## src/rtl/fpga_config_loader_if.sv

```systemverilog
// fpga_config_loader_if: configuration word stream from bitstream source to loader.
interface fpga_config_loader_if;
    logic [31:0] cfg_data;
    logic        cfg_valid;
    logic        cfg_ready;
    modport master (output cfg_data, output cfg_valid, input cfg_ready);
    modport slave (input cfg_data, input cfg_valid, output cfg_ready);
endinterface

```

## src/rtl/fpga_config_loader.sv

```systemverilog
// fpga_config_loader: streams LUT tables, switch-box words and packed LUT bit32 into the fabric.
// LUT words are buffered because their bit 32 arrives in the final word.
module fpga_config_loader #(
    parameter int N_LUT = 8,
    parameter int N_SB  = 7,
    parameter int IDX_W = 4
) (
    input  logic                   clock_i,
    input  logic                   reset_i,
    input  logic                   start_i,
    input  logic                   abort_i,
    fpga_config_loader_if.slave    cfg,
    output logic                   lut_we_o,
    output logic [IDX_W-1:0]       lut_sel_o,
    output logic [32:0]            lut_data_o,
    output logic                   sb_we_o,
    output logic [IDX_W-1:0]       sb_sel_o,
    output logic [31:0]            sb_data_o,
    output logic                   busy_o,
    output logic                   done_o,
    output logic                   fabric_en_o
);
    localparam int N_WORDS = N_LUT + N_SB + 1;
    localparam int CNT_W   = $clog2(N_WORDS + 1);
    localparam int BUF_W   = $clog2(N_LUT);

    typedef enum logic [1:0] {IDLE, LOAD, COMMIT} state_t;

    state_t           state_q;
    logic [CNT_W-1:0] cnt_q;
    logic             ready_q;
    logic             lut_we_q;
    logic [IDX_W-1:0] lut_sel_q;
    logic [32:0]      lut_data_q;
    logic             sb_we_q;
    logic [IDX_W-1:0] sb_sel_q;
    logic [31:0]      sb_data_q;
    logic             busy_q;
    logic             done_q;
    logic             fabric_en_q;
    logic [31:0]      bit32_q;
    logic [31:0]      lut_buf_q [N_LUT];
    logic             accept;
    logic [IDX_W-1:0] sel_d;

    assign accept = (state_q == LOAD) && ready_q && cfg.cfg_valid;
    assign sel_d  = lut_sel_q + IDX_W'(1);

    // Table storage has no reset; contents are only read after a full load.
    always_ff @(posedge clock_i) begin
        if (accept && !abort_i && cnt_q < CNT_W'(N_LUT))
            lut_buf_q[cnt_q[BUF_W-1:0]] <= cfg.cfg_data;
    end

    always_ff @(posedge clock_i or posedge reset_i) begin
        if (reset_i) begin
            state_q     <= IDLE;
            cnt_q       <= '0;
            ready_q     <= 1'b0;
            lut_we_q    <= 1'b0;
            lut_sel_q   <= '0;
            lut_data_q  <= '0;
            sb_we_q     <= 1'b0;
            sb_sel_q    <= '0;
            sb_data_q   <= '0;
            busy_q      <= 1'b0;
            done_q      <= 1'b0;
            fabric_en_q <= 1'b0;
            bit32_q     <= '0;
        end else begin
            sb_we_q <= 1'b0;
            done_q  <= 1'b0;
            if (abort_i) begin
                state_q     <= IDLE;
                ready_q     <= 1'b0;
                lut_we_q    <= 1'b0;
                busy_q      <= 1'b0;
                fabric_en_q <= 1'b0;
            end else begin
                case (state_q)
                    IDLE: if (start_i) begin
                        state_q     <= LOAD;
                        cnt_q       <= '0;
                        ready_q     <= 1'b1;
                        busy_q      <= 1'b1;
                        fabric_en_q <= 1'b0;
                    end
                    LOAD: if (accept) begin
                        cnt_q <= cnt_q + CNT_W'(1);
                        if (cnt_q >= CNT_W'(N_LUT) && cnt_q < CNT_W'(N_LUT + N_SB)) begin
                            sb_we_q   <= 1'b1;
                            sb_sel_q  <= IDX_W'(cnt_q - CNT_W'(N_LUT));
                            sb_data_q <= cfg.cfg_data;
                        end else if (cnt_q == CNT_W'(N_WORDS - 1)) begin
                            // Bit-reversed so LUT j finds its bit32 at index j.
                            bit32_q    <= {<<{cfg.cfg_data}};
                            state_q    <= COMMIT;
                            ready_q    <= 1'b0;
                            lut_we_q   <= 1'b1;
                            lut_sel_q  <= '0;
                            lut_data_q <= {cfg.cfg_data[31], lut_buf_q[0]};
                        end
                    end
                    COMMIT: if (lut_sel_q == IDX_W'(N_LUT - 1)) begin
                        state_q     <= IDLE;
                        lut_we_q    <= 1'b0;
                        done_q      <= 1'b1;
                        fabric_en_q <= 1'b1;
                        busy_q      <= 1'b0;
                    end else begin
                        lut_sel_q  <= sel_d;
                        lut_data_q <= {bit32_q[5'(sel_d)], lut_buf_q[sel_d[BUF_W-1:0]]};
                    end
                    default: state_q <= IDLE;
                endcase
            end
        end
    end

    assign cfg.cfg_ready = ready_q;
    assign lut_we_o      = lut_we_q;
    assign lut_sel_o     = lut_sel_q;
    assign lut_data_o    = lut_data_q;
    assign sb_we_o       = sb_we_q;
    assign sb_sel_o      = sb_sel_q;
    assign sb_data_o     = sb_data_q;
    assign busy_o        = busy_q;
    assign done_o        = done_q;
    assign fabric_en_o   = fabric_en_q;
endmodule
```

## src/flat_wrapper.sv

```systemverilog
// flat-port wrapper written by rule: the top's interface ports become plain ports
module fpga_config_loader_flat 
#(
    parameter int N_LUT = 8,
    parameter int N_SB  = 7,
    parameter int IDX_W = 4
)
  (clock_i, reset_i, start_i, abort_i, lut_we_o, lut_sel_o, lut_data_o, sb_we_o, sb_sel_o, sb_data_o, busy_o, done_o, fabric_en_o, cfg_cfg_data, cfg_cfg_valid, cfg_cfg_ready);
  fpga_config_loader_if cfg_i ();
  input  logic clock_i;
  input  logic reset_i;
  input  logic start_i;
  input  logic abort_i;
  output logic lut_we_o;
  output logic [IDX_W-1:0] lut_sel_o;
  output logic [32:0] lut_data_o;
  output logic sb_we_o;
  output logic [IDX_W-1:0] sb_sel_o;
  output logic [31:0] sb_data_o;
  output logic busy_o;
  output logic done_o;
  output logic fabric_en_o;
  input wire logic [$bits(cfg_i.cfg_data)-1:0] cfg_cfg_data;
  input wire logic [$bits(cfg_i.cfg_valid)-1:0] cfg_cfg_valid;
  output wire logic [$bits(cfg_i.cfg_ready)-1:0] cfg_cfg_ready;
  assign cfg_i.cfg_data = cfg_cfg_data;
  assign cfg_i.cfg_valid = cfg_cfg_valid;
  assign cfg_cfg_ready = cfg_i.cfg_ready;
  fpga_config_loader #(.N_LUT(N_LUT), .N_SB(N_SB), .IDX_W(IDX_W)) u_core (.clock_i(clock_i), .reset_i(reset_i), .start_i(start_i), .abort_i(abort_i), .cfg(cfg_i), .lut_we_o(lut_we_o), .lut_sel_o(lut_sel_o), .lut_data_o(lut_data_o), .sb_we_o(sb_we_o), .sb_sel_o(sb_sel_o), .sb_data_o(sb_data_o), .busy_o(busy_o), .done_o(done_o), .fabric_en_o(fabric_en_o));
endmodule
```

## config.mk

```make
export PLATFORM = sky130hd
export DESIGN_NAME = fpga_config_loader_flat
export DESIGN_NICKNAME = d
export VERILOG_FILES = /design/src/rtl/fpga_config_loader_if.sv /design/src/rtl/fpga_config_loader.sv /design/src/flat_wrapper.sv
export SDC_FILE = /design/constraint.sdc
export NUM_CORES = 1
export LEC_CHECK = 0
export CELL_PAD_IN_SITES_DETAIL_PLACEMENT = 1
export CELL_PAD_IN_SITES_GLOBAL_PLACEMENT = 2
export CORE_MARGIN = 5
export CORE_UTILIZATION = 48
export DETAILED_ROUTE_END_ITERATION = 8
export GPL_ROUTABILITY_DRIVEN = 0
export PLACE_DENSITY_LB_ADDON = 0.1
export REMOVE_ABC_BUFFERS = 1
export SKIP_LAST_GASP = 1
export SLEW_MARGIN = 20
export SYNTH_ARGS = -nofsm -noshare
export SYNTH_HDL_FRONTEND = slang
export SYNTH_SLANG_ARGS = --single-unit
```

## constraint.sdc

```tcl
create_clock -name clock_i -period 9.5 [get_ports clock_i]
set_input_delay 1.9 -clock clock_i [delete_from_list [all_inputs] [get_ports clock_i]]
set_output_delay 1.9 -clock clock_i [all_outputs]
set_load 0.1 [all_outputs]
```

==> impl_metrics.ini <==
[pwr]
p_total_mw = 3.602
peakVddDrop_uv = 123.8
leakagePower_nw = 6.447
powerDensity_nw_per_um2 = 207.5

[critical_path]
r2r_cells = 6
critPathLaunchType = register
path_delay_family = buffers and inverters
path_class = reg2out
cp.arrival_ns = 2.71
path_max_fanout = 36
cp_num_buf_inv = 1
required_ns = 7.60
crit_cells = 1
crit_path_end_kind = primary output
path_cells = clkdlybuf4s50_1
worst_path_max_delay_cell = clkdlybuf4s50_1
max_stage_delay_ns = 1.27

[detailed_routing]
routedWlPerCell_um = 23.78
wirelength_um = 30730
drc_errors = 0
vias = 7189
firstDrtPassIters = 4
drtIter0Drc = 486
via_per_inst = 5.564
detail-route-antenna-nets = 0

[die]
start_util_pct = 48.36
die_x_um = 182.3
row_count = 63
core-area_um2 = 29480
dieArea_um2 = 33250
ios = 116
die_h_um = 182.3

[synth]
yosysSeqAreaShare_pct = 71.82
yosysWarningCount = 0
postSynthAreaPerCell_um2 = 19.21
synth.distinct_cells = 41
synth_ff_type = edfxtp_1
async_flop_share_pct = 28.49
synth_area_um2 = 14260
synth_edf_count = 256
synth_seq_cells = 358
syn-instance-count = 742

[grt]
overflow = 0
grt_pass1_wl_um = 48430
grt_use_total_pct = 18.84
grt_max_degree = 70
antenna_found_initial = 0
grt_pass1_vias = 7961

[layout]
layout_commonest_cell = edfxtp_1
nFillCells = 2599
fin_cells = 1292
num_antenna_cells = 0
final_cell_mix = edfxtp_1, clkdlybuf4s50_1, dfrtp_1
multiInputGateArea_um2 = 3846
register_area_um2 = 10240
drive_above_1_share_pct = 27.61
syn2layout_area_growth_pct = 21.78
finalNetCount = 914
stdcell_area_um2 = 17360

[timing]
final.setup.tns_ns = 0
timing.final.crit_share_pct = 48.53
fmax_ghz = 0.2169
fin_crit_ns = 4.610
tightest_slew_ns = 1.064
rsz0062_at_grt = false
setup_slack_ns = 4.890
slew_violations = 0
slew_headroom_pct = 29.09
setup_violations = 0
hold_violations = 0
fin_skew_ns = 0.02093

[clocking]
insertion_delay_ns = 0.52
postCtsHoldBufs = 0
cts_tree = built
cts.sinks = 358
cts-resized-gates = 0
cts_made_buffers = 38
cts_setup_buffers = 0
clock_path_buffers = 3
clk_pin_slew_worst_paths_ns = 0.06
htree_levels = 2
clockRootBuffer = clkbuf_16

[placed_design]
pre_cts_slack_ns = 4.471
port_buffers = 115
placed_cell_area_um2 = 15880
dpl.cell_count = 1219
hpwl_um = 18340

[worst_hold_path]
holdPathStages = 1
hold_path.class = reg2reg

[job]
max_cap_violations = 0

[outcome]
outcome = complete, no violations
layout make-up:
| class | count | share of cell area, % |
|---|---|---|
| clock buffers | 47 | 6.024 |
| clock inverters | 22 | 1.989 |
| inverters | 9 | 0.2090 |
| multi-input cells | 335 | 22.15 |
| flip-flops and latches | 358 | 59.00 |
| well taps | 390 | 2.810 |
| repair buffers | 131 | 7.819 |
per-stage QoR:
step	hold WS (ns)	utilization, %
5_1_grt	0.5198	58.90
3_5_place_dp	0.4756	53.88
4_1_cts	0.4946	58.60
6_report	0.4946	58.90
2_1_floorplan	0.4740	-
3_3_place_gp	0.4741	53.71
synth_stat cells (2+ instances only):
cell	n	share of area (%)
buf_4	2	0.11
inv_1	9	0.24
xor2_1	2	0.12
nor3_1	4	0.14
buf_12	2	0.28
nor2_1	42	1.1
nand2b_1	4	0.18
buf_1	2	0.053
nand2_1	13	0.34
and3_1	2	0.088
mux2_4	28	2.9
buf_6	2	0.16
edfxtp_1	256	54
clkbuf_1	13	0.34
mux4_2	68	11
ha_1	4	0.35
o21ai_0	8	0.28
mux2_2	57	4.5
nor2b_1	4	0.18
o31ai_1	3	0.16
or4_1	2	0.11
dfrtp_1	102	18
or3_1	3	0.13
o21bai_1	2	0.11
buf_2	18	0.63
mux2i_1	36	2.5
a21oi_1	37	1.3
nand3_1	4	0.14
where the power goes:
part	total (mW)	internal, mW	switching [mW]
Clock	1.62	1.03	0.588
Sequential	1.71	1.69	0.0187
Combinational	0.279	0.113	0.165
Total	3.60	2.83	0.773
sequential cells by signal, summed over array words and instances (netlist names), 2 cells and up:
signal             cells
u_core.bit32_q        16
u_core.cnt_q           5
u_core.lut_buf_q     256
u_core.lut_data_o     33
u_core.lut_sel_o       4
u_core.sb_data_o      32
u_core.sb_sel_o        4
u_core.state_q         2
per-layer routing:
metal  global-route usage [%]  vias up  wire (um)
met3                    2.810       42       1283
li1                         -     3169          -
met2                    32.51      155      16130
met4                    4.113        0        456
met5                        0        -          0
met1                    25.74     3823      12860
cells by family after synthesis:
family | after synthesis | share of synthesized area (%)
buffers and inverters | 49 | 1.913
xor gates and xnor gates | 3 | 0.2370
adders and majority gates | 4 | 0.3510
and+or+nand+nor | 84 | 2.843
muxes | 189 | 20.72
DFF | 358 | 71.82
AOI/OAI and AO/OA | 55 | 2.115
worst paths after layout:
path                            slack, ns                                 to                            start
worst max-delay path                 4.89                       lut_sel_o[0]  u_core.lut_sel_o[0]$_DFFE_PP0P_
worst min-delay path                 0.49     u_core.sb_sel_o[3]$_DFFE_PP0P_   u_core.sb_sel_o[3]$_DFFE_PP0P_
worst max register to register       6.21  u_core.lut_data_o[32]$_DFFE_PP0P_  u_core.lut_sel_o[0]$_DFFE_PP0P_
worst min register to register       0.49     u_core.sb_sel_o[3]$_DFFE_PP0P_   u_core.sb_sel_o[3]$_DFFE_PP0P_
max in group asynchronous            6.35    u_core.lut_sel_o[0]$_DFFE_PP0P_                          reset_i
min in group asynchronous            1.75   u_core.sb_data_o[24]$_DFFE_PP0P_                          reset_i
Note: power is estimated with default switching activity, not from simulation.
